### src/rtl/signed_vector_divider_iter.sv
// rtl/signed_vector_divider_iter.sv - iterative signed fixed-point 3-lane vector divider
// Three restoring dividers run in lockstep, retiring one quotient bit per cycle.
module signed_vector_divider_iter #(
  parameter int INT_BITS  = 8,
  parameter int FRAC_BITS = 10
) (
  input  logic                                       clk,
  input  logic                                       rst,
  input  logic                                       in_valid,
  output logic                                       in_ready,
  input  logic [3*(INT_BITS+FRAC_BITS+1)-1:0]        in_vector_1,
  input  logic [3*(INT_BITS+FRAC_BITS+1)-1:0]        in_vector_2,
  output logic                                       out_valid,
  input  logic                                       out_ready,
  output logic [3*(INT_BITS+FRAC_BITS+1)-1:0]        out_vector,
  output logic [2:0]                                 out_dz,
  output logic [2:0]                                 out_ovf
);

  localparam int MAG_W  = INT_BITS + FRAC_BITS;
  localparam int COMP_W = MAG_W + 1;
  localparam int VEC_W  = 3 * COMP_W;
  localparam int N      = MAG_W + FRAC_BITS;
  localparam int CNT_W  = $clog2(N + 1);
  localparam logic [CNT_W-1:0] LAST_STEP = CNT_W'(N - 1);

  typedef enum logic [1:0] {IDLE, BUSY, DONE} state_t;

  state_t                   state_q;
  logic [CNT_W-1:0]         cnt_q;
  logic                     in_ready_q;
  logic                     out_valid_q;
  logic [VEC_W-1:0]         out_vector_q;
  logic [2:0]               out_dz_q;
  logic [2:0]               out_ovf_q;

  // quo_q starts as the shifted dividend; quotient bits shift in from the bottom.
  logic [2:0][N-1:0]        quo_q, quo_d;
  logic [2:0][MAG_W-1:0]    rem_q, rem_d;
  logic [2:0][MAG_W-1:0]    bmag_q;
  logic [2:0]               asign_q, bsign_q;

  logic [2:0][MAG_W:0]      trial;
  logic [2:0]               ge;
  logic [2:0][MAG_W-1:0]    mag;
  logic [2:0]               sgn;
  logic [2:0][COMP_W-1:0]   res_d;
  logic [2:0]               dz_d, ovf_d;

  assign in_ready   = in_ready_q;
  assign out_valid  = out_valid_q;
  assign out_vector = out_vector_q;
  assign out_dz     = out_dz_q;
  assign out_ovf    = out_ovf_q;

  always_comb begin
    trial = '0;
    ge    = '0;
    rem_d = '0;
    quo_d = '0;
    mag   = '0;
    sgn   = '0;
    dz_d  = '0;
    ovf_d = '0;
    res_d = '0;
    for (int i = 0; i < 3; i++) begin
      trial[i] = {rem_q[i], quo_q[i][N-1]};
      ge[i]    = trial[i] >= {1'b0, bmag_q[i]};
      rem_d[i] = ge[i] ? MAG_W'(trial[i] - {1'b0, bmag_q[i]}) : trial[i][MAG_W-1:0];
      quo_d[i] = {quo_q[i][N-2:0], ge[i]};
      // Divide-by-zero wins over overflow and keeps the dividend's sign.
      dz_d[i]  = (bmag_q[i] == '0);
      ovf_d[i] = !dz_d[i] && (quo_d[i][N-1:MAG_W] != '0);
      mag[i]   = (dz_d[i] || ovf_d[i]) ? '1 : quo_d[i][MAG_W-1:0];
      sgn[i]   = dz_d[i] ? asign_q[i] : (asign_q[i] ^ bsign_q[i]);
      res_d[i] = {sgn[i] && (mag[i] != '0), mag[i]};
    end
  end

  always_ff @(posedge clk) begin
    if (rst) begin
      state_q      <= IDLE;
      cnt_q        <= '0;
      in_ready_q   <= 1'b0;
      out_valid_q  <= 1'b0;
      out_vector_q <= '0;
      out_dz_q     <= '0;
      out_ovf_q    <= '0;
      quo_q        <= '0;
      rem_q        <= '0;
      bmag_q       <= '0;
      asign_q      <= '0;
      bsign_q      <= '0;
    end else begin
      case (state_q)
        IDLE: begin
          in_ready_q <= 1'b1;
          if (in_valid && in_ready_q) begin
            for (int i = 0; i < 3; i++) begin
              asign_q[i] <= in_vector_1[i*COMP_W + MAG_W];
              bsign_q[i] <= in_vector_2[i*COMP_W + MAG_W];
              bmag_q[i]  <= in_vector_2[i*COMP_W +: MAG_W];
              quo_q[i]   <= {in_vector_1[i*COMP_W +: MAG_W], {FRAC_BITS{1'b0}}};
            end
            rem_q      <= '0;
            cnt_q      <= '0;
            in_ready_q <= 1'b0;
            state_q    <= BUSY;
          end
        end
        BUSY: begin
          quo_q <= quo_d;
          rem_q <= rem_d;
          cnt_q <= cnt_q + 1'b1;
          if (cnt_q == LAST_STEP) begin
            state_q      <= DONE;
            out_valid_q  <= 1'b1;
            out_vector_q <= res_d;
            out_dz_q     <= dz_d;
            out_ovf_q    <= ovf_d;
          end
        end
        DONE: begin
          if (out_ready) begin
            out_valid_q <= 1'b0;
            in_ready_q  <= 1'b1;
            state_q     <= IDLE;
          end
        end
        default: state_q <= IDLE;
      endcase
    end
  end

endmodule
### config.mk
export PLATFORM = sky130hd
export DESIGN_NAME = signed_vector_divider_iter
export DESIGN_NICKNAME = d
export VERILOG_FILES = /design/src/rtl/signed_vector_divider_iter.sv
export SDC_FILE = /design/constraint.sdc
export NUM_CORES = 1
export LEC_CHECK = 0
export CAP_MARGIN = 15
export CORE_ASPECT_RATIO = 0.5
export CORE_MARGIN = 3
export CORE_UTILIZATION = 60
export DETAILED_ROUTE_END_ITERATION = 10
export HOLD_SLACK_MARGIN = 0.03
export PLACE_DENSITY = 0.86
export SKIP_LAST_GASP = 1
export SLEW_MARGIN = 20
export SYNTH_ARGS = -nofsm -noshare
export SYNTH_HDL_FRONTEND = slang
export SYNTH_SLANG_ARGS = --single-unit
### constraint.sdc
create_clock -name clk -period 5.9 [get_ports clk]
set_input_delay 0.59 -clock clk [delete_from_list [all_inputs] [get_ports clk]]
set_output_delay 0.59 -clock clk [all_outputs]
set_load 0.05 [all_outputs]
==> results.sh <==
export IMPL_p_leak_nw=6.08
export IMPL_dieArea_um2=24100
export IMPL_synth_main_ff_cell="dfxtp_1"
export IMPL_cts_setup_buffers=0
export IMPL_endpoint_kind="flop"
export IMPL_clk_latency_ns=0.55
export IMPL_finalSetupTns_ns=0
export IMPL_yosysSeqAreaShare_pct=40.7
export IMPL_drtPass1Iterations=5
export IMPL_min_period_ns=3.33
export IMPL_status="finished, final reports clean"
export IMPL_synth_most_common_cell="nand2_1"
export IMPL_timing_rr_start="bmag_q[4]$_SDFFE_PP0P_"
export IMPL_critPathMaxFanout=13
export IMPL_cts_buffer_depth=3
export IMPL_die_h_um=111
export IMPL_ys_ff_latch=270
export IMPL_total_power_w=0.00790
export IMPL_worstHoldPathCells=2
export IMPL_r2r_end="rem_q[4]$_SDFFE_PP0P_"
export IMPL_antenna_found_initial=2
export IMPL_slew_headroom_pct=23.5
export IMPL_grt_pass1_wl_um=58500
export IMPL_slowest_delay_ns=0.70
export IMPL_drc=0
export IMPL_ys_top_cells_by_count="nand2_1, dfxtp_1, nor2_1, a21oi_1, clkbuf_1"
export IMPL_synth_top_cell_by_area="dfxtp_1"
export IMPL_reg2reg_depth=11
export IMPL_vdd_drop_max_uv=630
export IMPL_hold_buffers=0
export IMPL_async_reset_ff_share_pct=0
export IMPL_netlist_area_um2=13300
export IMPL_io_pins=183
export IMPL_synth_fp_nets=1900
export IMPL_synth_edff_count=0
export IMPL_slew_violations=0
export IMPL_cp_cell_sequence="inv_1, ha_1, a21o_1, a21oi_1, a31oi_2, a211oi_1, o21ai_1, a41oi_2, buf_4, mux2i_1, o21ai_1"
export IMPL_gr_total_overflow=0
export IMPL_utilization_pct=75.1
export IMPL_postSynthCellCount=1724
export IMPL_drive_gt1_share_pct=3.40
export IMPL_crit_top_cell="o21ai_1"
export IMPL_max_freq_ghz=0.300
export IMPL_synth_top_cell_area_share_pct=40.7
export IMPL_die_w_um=216
export IMPL_critPathSlowestCell="a41oi_2"
export IMPL_placed_area_um2=15100
export IMPL_track_usage_pct=28.6
export IMPL_cts_tree="yes"
export IMPL_start_kind="flop"
export IMPL_synth_area_leaders="dfxtp_1, nand2_1, nor2_1"
export IMPL_p_per_area_nw_per_um2=497
export IMPL_drt_wl_total_um=35500
export IMPL_worst_pin_slew_ns=1.14
export IMPL_wl_per_cell_um=16.5
export IMPL_routed_via_density=5.90
export IMPL_hold_end="rem_q[17]$_SDFFE_PP0P_"
export IMPL_hp_class="flop to flop"
export IMPL_setup_viol=0
export IMPL_post_cts_resized=0
export IMPL_finalInstanceArea_um2=15900
export IMPL_via_count=12656
export IMPL_root_buffer="clkbuf_16"
export IMPL_drv_cap=0
export IMPL_ant_nets=0
export IMPL_hold_viol=0
export IMPL_placementRows=37
export IMPL_worstHoldStart="rem_q[17]$_SDFFE_PP0P_"
export IMPL_clock_sinks=270
export IMPL_yosysWarnings=0
export IMPL_syn_area_per_cell_um2=7.71
export IMPL_criticalPathCategory="flop to flop"
export IMPL_initialDrtViolationCount=1191
export IMPL_htree_levels=1
export IMPL_grt_max_degree=158
export IMPL_r2r_slack_ns=2.57
export IMPL_path_clk_slew_ns=0.06
export IMPL_synth_cell_types=66
export IMPL_start_util_pct=62.8
export IMPL_num_nets_final=2012
export IMPL_fin_crit_sh_pct=56.5
export IMPL_rsz0062_at_grt="no"
export IMPL_gp_congestion=0.877
export IMPL_grt_pass1_vias=12419
export IMPL_cp_required_ns=6.32
export IMPL_core_area_um2=21200
export IMPL_area_growth_pct=19.6
export IMPL_dpl_hpwl_um=24300
export IMPL_io_buffer_count=182
export IMPL_fin_skew_ns=0.0110
export IMPL_cp_arrival_ns=3.75
export IMPL_cts_buffers=24
-- cell type report --
| cell class | instances | area (um2) |
|---|---|---|
| diodes | 2 | 5.00 |
| clock buffers | 37 | 659 |
| clock inverters | 5 | 88.8 |
| fillers | 1613 | 5270 |
| inverters | 68 | 255 |
| multi-input cells | 1279 | 7200 |
| flip-flops and latches | 270 | 5410 |
| well taps | 292 | 365 |
| repair buffers | 193 | 1910 |
-- worst max-delay path, delay by kind of cell (launching register included) --
kind | cells | cell delay [ns]
adders and majority gates | 1 | 0.34
buffers and inverters | 2 | 0.43
DFF | 1 | 0.36
muxes | 1 | 0.22
AOI/OAI and AO/OA | 7 | 1.84
-- per-layer routing --
layer | GRT usage, % | vias to the layer above | wire length [um]
met5 | 0 | - | 0
met4 | 9.44 | 0 | 996
met3 | 4.71 | 75 | 2240
met2 | 49.5 | 435 | 16800
met1 | 36.6 | 5964 | 15400
li1 | - | 6182 | -
-- state kept, by name, summed over array words and instances, names as in the netlist, 2 cells and up --
signal and count:
out_dz 3, cnt_q 5, out_ovf 3, quo_q 3, out_vector 57, state_q 2, asign_q 3, rem_q 54
quo_d 81, bmag_q 54, bsign_q 3
-- cells in the final DEF (no fill, tap or decap), drive strengths merged, types with 8 or more instances in the layout --
cell type      netlist  routed
inv                 68      68
a311oi              56      56
nor4                33      33
ha                  55      55
a211oi               8       8
clkbuf              85      38
nor3                67      67
nor2               222     222
mux2i               36      36
nand3               48      48
xnor2               24      24
clkdlybuf4s50        0     181
nor2b               11      11
buf                 22      11
dfxtp              270     270
and3                10      10
nand2              338     338
o21a                12      12
o21ai               67      67
a21o                14      14
xor2                16      16
nand4               13      13
a21oi              161     161
-- worst max path at each step --
| stage | start | to | slack [ns] |
|---|---|---|---|
| 2_1_floorplan | bmag_q[26]$_SDFFE_PP0P_ | rem_q[30]$_SDFFE_PP0P_ | 3.50 |
| 3_3_place_gp | bmag_q[26]$_SDFFE_PP0P_ | rem_q[28]$_SDFFE_PP0P_ | 2.74 |
| 3_5_place_dp | bmag_q[26]$_SDFFE_PP0P_ | rem_q[20]$_SDFFE_PP0P_ | 2.53 |
| 4_1_cts | bmag_q[26]$_SDFFE_PP0P_ | rem_q[20]$_SDFFE_PP0P_ | 2.49 |
| 5_1_grt | bmag_q[4]$_SDFFE_PP0P_ | rem_q[0]$_SDFFE_PP0P_ | 2.36 |
| 6_report | bmag_q[4]$_SDFFE_PP0P_ | rem_q[4]$_SDFFE_PP0P_ | 2.57 |
-- where the power goes --
group	internal [W]	switching, W	total, W	leakage [nW]
logic	0.00180	0.00240	0.00419	3.54
clock network	0.000824	0.000705	0.00153	0.354
registers	0.00201	0.000170	0.00218	2.19
-- through the flow --
step | cells | setup slack (ns) | hold WS, ns
6_report | 2146 | 2.57 | 0.453
5_1_grt | 2146 | 2.36 | 0.476
4_1_cts | 2144 | 2.49 | 0.456
3_5_place_dp | 2102 | 2.53 | 0.445
3_3_place_gp | 2102 | 2.74 | 0.438
2_1_floorplan | 1724 | 3.50 | 0.429
-- cells by family (layout without fill, tap and decap cells) --
family / count (synthesis) / after routing / share of synthesized area (%)
buffers and inverters: 175 / 303 / 5.36
other: 0 / 2 / 0
DFF: 270 / 270 / 40.7
muxes: 36 / 36 / 2.71
and+or+nand+nor: 777 / 777 / 25.3
xor gates and xnor gates: 40 / 40 / 2.64
adders and majority gates: 58 / 58 / 5.63
AOI/OAI and AO/OA: 368 / 368 / 17.7
Note: power is estimated with default switching activity, not from simulation.
